==> config.mk <==
export PLATFORM = sky130hd
export DESIGN_NAME = core_run_sequencer
export DESIGN_NICKNAME = d
export VERILOG_FILES = /design/src/rtl/core_run_sequencer.sv
export SDC_FILE = /design/constraint.sdc
export NUM_CORES = 1
export LEC_CHECK = 0
export BUFFER_PORTS_ARGS = -buffer_cell sky130_fd_sc_hd__buf_2
export CAP_MARGIN = 20
export CELL_PAD_IN_SITES_DETAIL_PLACEMENT = 1
export CELL_PAD_IN_SITES_GLOBAL_PLACEMENT = 1
export CORE_MARGIN = 5
export CORE_UTILIZATION = 37
export CTS_BUF_LIST = sky130_fd_sc_hd__clkbuf_4 sky130_fd_sc_hd__clkbuf_8
export DETAILED_ROUTE_END_ITERATION = 12
export GPL_ROUTABILITY_DRIVEN = 0
export HOLD_SLACK_MARGIN = 0.12
export PLACE_DENSITY = 0.85
export SLEW_MARGIN = 0
export SYNTH_ARGS = -nofsm -noshare
export SYNTH_HDL_FRONTEND = slang
export SYNTH_SLANG_ARGS = --single-unit
export TNS_END_PERCENT = 50
==> constraint.sdc <==
create_clock -name clk -period 1.9 [get_ports clk]
set_input_delay 0.095 -clock clk [delete_from_list [all_inputs] [get_ports clk]]
set_output_delay 0.095 -clock clk [all_outputs]
set_load 0.05 [all_outputs]
==> src/rtl/core_run_sequencer.sv <==
// core_run_sequencer
// Run controller for the 9-bit single-cycle core. Converts the external
// start/done handshake into a synchronous core clear (core_rst) and a
// per-cycle execute enable (core_en), detects program end (zero-instruction
// run, PC limit, watchdog), drains the last write and reports the result.
//
// Optional build macro: SEQ_SINGLE_STEP_EN adds step_mode/step inputs so RUN
// executes one cycle per rising edge of step while step_mode=1.
//
// Ports:
//   clk, reset        clock, asynchronous active-high reset
//   start             run request (level, must drop before re-trigger)
//   abort             force return to IDLE
//   pc, instr         current PC and machine code from the core
//   core_rst          synchronous clear to PC and register file
//   core_en           execute enable for PC advance and all writes
//   done              program finished, held until next run or abort
//   halt_reason       00 none, 01 zero-instr, 10 pc limit, 11 timeout
//   cycles            executed cycles (core_en=1), saturating
//
// state | meaning
// IDLE  | waiting for an armed start
// CLEAR | core_rst held for CLEAR_CYC cycles
// RUN   | core executing, halt checks active
// DRAIN | core_en low for DRAIN_CYC cycles after halt
// DONE  | done high, result held
module core_run_sequencer #(
  parameter int              PC_W      = 8,
  parameter int              INSTR_W   = 9,
  parameter int              CYC_W     = 16,
  parameter logic [PC_W-1:0] PC_LIMIT  = {PC_W{1'b1}},
  parameter int              ZERO_RUN  = 1,
  parameter int              CLEAR_CYC = 2,
  parameter int              DRAIN_CYC = 1,
  parameter int              MAX_CYC   = 65535
) (
  input  logic               clk,
  input  logic               reset,
  input  logic               start,
  input  logic               abort,
  input  logic [PC_W-1:0]    pc,
  input  logic [INSTR_W-1:0] instr,
`ifdef SEQ_SINGLE_STEP_EN
  input  logic               step_mode,
  input  logic               step,
`endif
  output logic               core_rst,
  output logic               core_en,
  output logic               done,
  output logic [1:0]         halt_reason,
  output logic [CYC_W-1:0]   cycles
);

  typedef enum logic [2:0] {
    IDLE  = 3'd0,
    CLEAR = 3'd1,
    RUN   = 3'd2,
    DRAIN = 3'd3,
    DONE  = 3'd4
  } state_t;

  localparam logic [CYC_W:0] MAX_CYC_L   = (CYC_W+1)'(MAX_CYC);
  localparam logic [3:0]     ZERO_RUN_L  = 4'(ZERO_RUN);
  localparam logic [3:0]     CLEAR_LOAD  = 4'(CLEAR_CYC - 1);
  localparam logic [3:0]     DRAIN_LOAD  = 4'(DRAIN_CYC - 1);

  state_t           state_q, state_d;
  logic             armed_q;
  logic [3:0]       tmr_q;
  logic [3:0]       zc_q;
  logic [3:0]       zc_inc;
  logic [CYC_W:0]   cyc_inc;
  logic [1:0]       reason_d;
  logic             run_start;
  logic             run_en;
  logic             enter_clear;
  logic             enter_drain;

`ifdef SEQ_SINGLE_STEP_EN
  logic step_q;

  always_ff @(posedge clk or posedge reset) begin
    if (reset) step_q <= 1'b0;
    else       step_q <= step;
  end

  // In step mode only a rising edge of step lets one cycle execute.
  assign run_en = ~step_mode | (step & ~step_q);
`else
  assign run_en = 1'b1;
`endif

  assign run_start = start & armed_q;
  assign cyc_inc   = {1'b0, cycles} + (CYC_W+1)'(1);
  assign zc_inc    = zc_q + 4'd1;

  always_ff @(posedge clk or posedge reset) begin
    if (reset) state_q <= IDLE;
    else       state_q <= state_d;
  end

  always_comb begin
    state_d  = state_q;
    core_rst = 1'b0;
    core_en  = 1'b0;
    done     = 1'b0;
    reason_d = 2'b00;
    case (state_q)
      IDLE: begin
        if (run_start) state_d = CLEAR;
      end
      CLEAR: begin
        core_rst = 1'b1;
        if (tmr_q == 4'd0) state_d = RUN;
      end
      RUN: begin
        core_en = run_en;
        if (run_en) begin
          if (cyc_inc >= MAX_CYC_L)                        reason_d = 2'b11;
          else if (pc == PC_LIMIT)                         reason_d = 2'b10;
          else if (instr == '0 && zc_inc == ZERO_RUN_L)    reason_d = 2'b01;
          if (reason_d != 2'b00) state_d = DRAIN;
        end
      end
      DRAIN: begin
        if (tmr_q == 4'd0) state_d = DONE;
      end
      DONE: begin
        done = 1'b1;
        if (run_start) state_d = CLEAR;
      end
      default: state_d = IDLE;
    endcase
    if (abort) state_d = IDLE;
  end

  // Both flags already account for abort because state_d does.
  assign enter_clear = (state_d == CLEAR) && (state_q != CLEAR);
  assign enter_drain = (state_d == DRAIN) && (state_q == RUN);

  always_ff @(posedge clk or posedge reset) begin
    if (reset) begin
      armed_q     <= 1'b1;
      tmr_q       <= 4'd0;
      zc_q        <= 4'd0;
      cycles      <= '0;
      halt_reason <= 2'b00;
    end else begin
      if (!start)           armed_q <= 1'b1;
      else if (enter_clear) armed_q <= 1'b0;

      if (enter_clear)        tmr_q <= CLEAR_LOAD;
      else if (enter_drain)   tmr_q <= DRAIN_LOAD;
      else if (tmr_q != 4'd0) tmr_q <= tmr_q - 4'd1;

      if (enter_clear) begin
        cycles      <= '0;
        halt_reason <= 2'b00;
        zc_q        <= 4'd0;
      end else begin
        // A cycle that executed still counts, even if abort arrives with it.
        if (core_en) begin
          if (cycles != '1) cycles <= cycles + 1'b1;
          zc_q <= (instr == '0) ? zc_inc : 4'd0;
        end
        if (enter_drain) halt_reason <= reason_d;
      end
    end
  end

endmodule
# == Word-level counts from Yosys, hierarchy flattened ==
# Index checks and enable logic that the tools add are counted.
# op_classes
reduce_logical,14
n_mux,27
n_addsub,4
eq_ne,11
bitwise,1
order_cmp,1
# op_table
operator,count
16-bit two-way mux,3
4-bit two-way mux,6
"16-bit by 1-bit adder with 17-bit output, second input constant",1
"17-bit by 16-bit >= comparator with 1-bit output, second input constant",1
"16-bit by 1-bit adder with 16-bit output, second input constant",1
"16-bit inequality test, second input constant",1
3-bit two-way mux,5
2-bit two-way mux,6
3-bit case mux with 4 select lines,1
"3-bit by 2-bit == test with 1-bit output, second input constant",3
9-bit zero test,1
"8-bit == test, second input constant",1
2-bit nonzero test,4
"3-bit by 1-bit == test with 1-bit output, second input constant",2
1-bit two-way mux,6
"4-bit by 1-bit adder with 4-bit output, second input constant",1
"4-bit by 1-bit == test with 1-bit output, second input constant",1
4-bit zero test,1
4-bit nonzero test,1
"4-bit by 1-bit subtractor with 4-bit output, second input constant",1
"3-bit == test, second input constant",1
1-bit logical AND,3
3-bit zero test,1
"3-bit by 1-bit inequality test with 1-bit output, second input constant",1
5 further kinds,5
# totals
in_bits,21
wordCells,64
regBits,30
output_inout_bits,21

# == Longest topological paths before layout ==
# logic_depth
word_depth,15
mapped_depth,9
depth_no_buf,8

# == Least setup slack after synthesis ==
# OpenSTA, ideal clock, no wires.
# synth_path
kind,register to register
startpoint,register cycles[0]
endpoint,register tmr_q[2]
setup_ns,0.120
stages_incl_launch_ff,9
n_path_buf,0
t_arrival_ns,2.388
setup_slack_ns,-0.607
required_ns,1.780
synth_period_minus_slack_ns,2.507
cell_sequence,dfrtp_1 -> inv_1 -> ha_1 -> nor2_1 -> o21ai_0 -> or4_4 -> nor4b_4 -> o21bai_2 -> and3b_1
# synth_via
elab_chain_cells,12
word_cells_on_any_way,15
cone_classes,1 x add/sub; 1 x order compare; 2 x eq/ne; 7 x mux; 4 x reduce/logical
# synth_lines
item,line_no,text
"start, declared",51,output logic [CYC_W-1:0] cycles
"start signal, assigned",163,if (cycles != '1) cycles <= cycles + 1'b1;
16-bit by 1-bit adder with 17-bit output *,94,"assign cyc_inc = {1'b0, cycles} + (CYC_W+1)'(1);"
17-bit by 16-bit >= comparator with 1-bit output *,119,if (cyc_inc >= MAX_CYC_L) reason_d = 2'b11;
2-bit two-way mux *,119,
2-bit two-way mux *,108,case (state_q)
2-bit nonzero test *,122,if (reason_d != 2'b00) state_d = DRAIN;
3-bit two-way mux *,122,
3-bit case mux with 4 select lines *,108,
3-bit two-way mux *,134,if (abort) state_d = IDLE;
3-bit by 2-bit == test with 1-bit output,139,assign enter_drain = (state_d == DRAIN) && (state_q == RUN);
1-bit logical AND,139,
4-bit two-way mux,153,else if (enter_drain) tmr_q <= DRAIN_LOAD;
4-bit two-way mux,152,if (enter_clear) tmr_q <= CLEAR_LOAD;
"end signal, assigned",154,else if (tmr_q != 4'd0) tmr_q <= tmr_q - 4'd1;
"end, declared",69,logic [3:0] tmr_q;
# Every way passes the cells marked *; elsewhere a longest branch is shown, timed or not. The select of a mux whose other input is x is not followed.
# A chain may end at the register's enable or synchronous reset.

# == Worst setup path after layout ==
# layout_path
startpoint,register cycles[4]
endpoint,register tmr_q[2]
# The elaborated chain is that of the path after synthesis.

==> flow_summary.json <==
{
  "diodes": 0,
  "slowest_delay_ps": 500,
  "start_util_pct": 38.29,
  "peakVddDrop_mv": 0.4402,
  "cp_max_fo": 5,
  "end_kind": "flop",
  "grt_max_degree": 31,
  "overflow": 0,
  "finalMaxSlewViolations": 0,
  "syn2layout_area_growth_pct": 41.99,
  "path_cells": "nand3_1, or3_1, a21boi_0, nor4b_4, buf_6, o21bai_4, and3b_1",
  "outcome": "complete, but fails checks",
  "track_usage_pct": 19.22,
  "grt_pass1_vias": 2027,
  "syn_area_um2": 1820,
  "synthCells": 206,
  "path_class": "flop to flop",
  "start_kind": "flop",
  "grt_pass1_wl_um": 9556,
  "crit_arrival_ps": 2320,
  "cpMaxStageDelayCell": "dfrtp_1",
  "mostFrequentLayoutCell": "buf_2",
  "max_slew_margin_pct": 67.07,
  "tritoncts": "yes",
  "io_buffers": 41,
  "dp.cells": 339,
  "fin_area_um2": 2585,
  "synth_flop_cell": "dfrtp_1",
  "rsz0062_at_grt": "true",
  "ys_warn_count": 0,
  "power_density_nw_per_um2": 761.9,
  "cp_top_family": "simple AND/OR/NAND/NOR gates",
  "ys_seq_area_share_pct": 41.31,
  "syn-num-nets": 233,
  "dpl_cell_area_um2": 2336,
  "power.leakage_nw": 1.274,
  "drtPass1Iterations": 4,
  "cts.root.buffer_cell": "clkbuf_8",
  "max_freq_mhz": 465.1,
  "avgSynthCellArea_um2": 8.837,
  "synth_top_area_share_pct": 39.86,
  "die_y_um": 80.15,
  "maxCapViolations": 0,
  "post-route-period-util_pct": 113.2,
  "dp_hpwl_um": 4008,
  "numCtsBuffers": 5,
  "fillers": 569,
  "instances_no_fill": 355,
  "antenna_found_initial": 0,
  "drtIter0Drc": 52,
  "violations": "negative setup slack",
  "ant_nets": 0,
  "report.final.setup_viol": 16,
  "drc": 0,
  "wl_per_cell_um": 16.05,
  "report.final.hold_viol_count": 0,
  "period_needed_ps": 2150,
  "synth_top_cell_by_area": "dfrtp_1",
  "path_buf_inv": 1,
  "netlist_top_cells_area": "dfrtp_1 40%, xor2_1 6.7%, nor2_1 6.4%",
  "hold_class": "input pin to flop",
  "vias": 1801,
  "nets": 314,
  "viasPerCell": 5.073,
  "die_area_um2": 6423,
  "io_pins": 42,
  "coreArea_um2": 4755,
  "cts.sinks": 30,
  "setup_ws_ps": -250.2,
  "ys_ff_latch": 30,
  "mostFrequentLayoutCells": "41 x buf_2, 34 x buf_4, 30 x nor2_1",
  "htreeDepth": 2,
  "tightest_slew_ps": 491.2,
  "async_reset_ff_share_pct": 100.0,
  "synth_edf_count": 0,
  "rows": 25,
  "path_clk_slew_ps": 60,
  "synth_cell_types": 42,
  "drive_gt1_share_pct": 38.54,
  "worstPathRequired_ps": 2070,
  "clock_latency_ps": 280,
  "clockBufferDepth": 2,
  "fin_skew_ps": 3.449,
  "die_w_um": 80.15,
  "routed_wl_um": 5698
}
-- worst reg2reg max path, stage by stage (launching register included) --
cell and delay (ps):
dfrtp_1 500, nand3_1 210, or3_1 390, a21boi_0 260, nor4b_4 260, buf_6 170
o21bai_4 70, and3b_1 190
-- power by group --
group	switching (mW)	leakage, nW	internal (mW)	total, mW
sequential	0.0654	0.394	0.710	0.775
clock	0.229	0.0498	0.302	0.531
combinational	0.360	0.830	0.303	0.663
-- cells in the mapped netlist, types with 2 or more instances --
master,number
a211oi_1,3
a21oi_1,8
and2_1,4
and3_1,4
buf_2,3
clkbuf_1,3
dfrtp_1,29
ha_1,6
inv_1,10
nand2_1,18
nand2b_1,3
nand3_1,12
nand4_1,8
nor2_1,31
nor3_1,7
nor3b_1,2
nor4_1,2
o21ai_0,7
or3_1,4
xnor2_1,7
xor2_1,14
-- registers in the layout, indices dropped and copies added (netlist names) --
name / cells
armed_q: 1
halt_reason: 2
state_q: 3
zc_q: 4
tmr_q: 4
cycles: 16
-- layout make-up --
class | count | area (µm²) | share of cell area (%)
repair buffers | 80 | 513.0 | 19.85
well taps | 67 | 83.83 | 3.243
flip-flops and latches | 30 | 759.5 | 29.38
inverters | 10 | 37.54 | 1.452
clock buffers | 8 | 91.34 | 3.533
multi-input cells | 160 | 1100 | 42.55
-- kinds of logic (layout without fill, tap and decap cells) --
logic type | count (synthesis) | after routing | share of synthesized area [%]
xor gates and xnor gates | 21 | 21 | 10.10
AOI/OAI and AO/OA | 26 | 26 | 9.347
and+or+nand+nor | 106 | 106 | 31.06
buffers and inverters | 16 | 98 | 3.505
DFF | 30 | 30 | 41.31
adders and majority gates | 6 | 6 | 4.124
muxes | 1 | 1 | 0.5499
-- layer usage --
layer,global-route usage (%),up-vias,wire length [µm]
met5,0,-,0
met1,21.63,890,2410
met3,3.812,11,125
li1,-,871,-
met2,35.18,29,3057
met4,7.601,0,104
-- path summary, 6_finish.rpt --
kind	startpoint	endpoint	slack, ps	cells past startpoint
min	instr[8]	zc_q[0]$_DFFE_PP0P_	370	7
min reg2reg	armed_q$_DFFE_PP1P_	armed_q$_DFFE_PP1P_	500	2
min in group asynchronous	reset	cycles[7]$_DFFE_PP0P_	440	4
max reg2reg	cycles[4]$_DFFE_PP0P_	tmr_q[2]$_DFFE_PP0P_	-250	7
max in group asynchronous	reset	armed_q$_DFFE_PP1P_	1140	4
max	cycles[4]$_DFFE_PP0P_	tmr_q[2]$_DFFE_PP0P_	-250	7
-- stage by stage --
step                      setup TNS, ps  power, mW  hold WS (ps)  util [%]  setup WS, ps
final                             -1656      1.969         365.5     54.37        -250.2
after detailed placement          -2200      1.332         196.5     49.13        -371.6
after global placement            -1460      1.283         183.1     49.13        -247.2
after floorplan                   -2598      1.128         158.1         -        -340.5
after CTS                         -1740      1.973         366.8     53.53        -291.7
after global routing              -3456      2.079         417.2     54.37        -353.4
-- repair_timing --
item | in CTS | in global routing
setup buffers | 4 | 1
hold buffers | 3 | 0
gates resized for setup | 11 | 6
endpoints found under the hold margin | 33 | 0
endpoints found under the setup margin | 15 | 20
pin swaps | 5 | 8
Power figures use the tool's default switching activity.
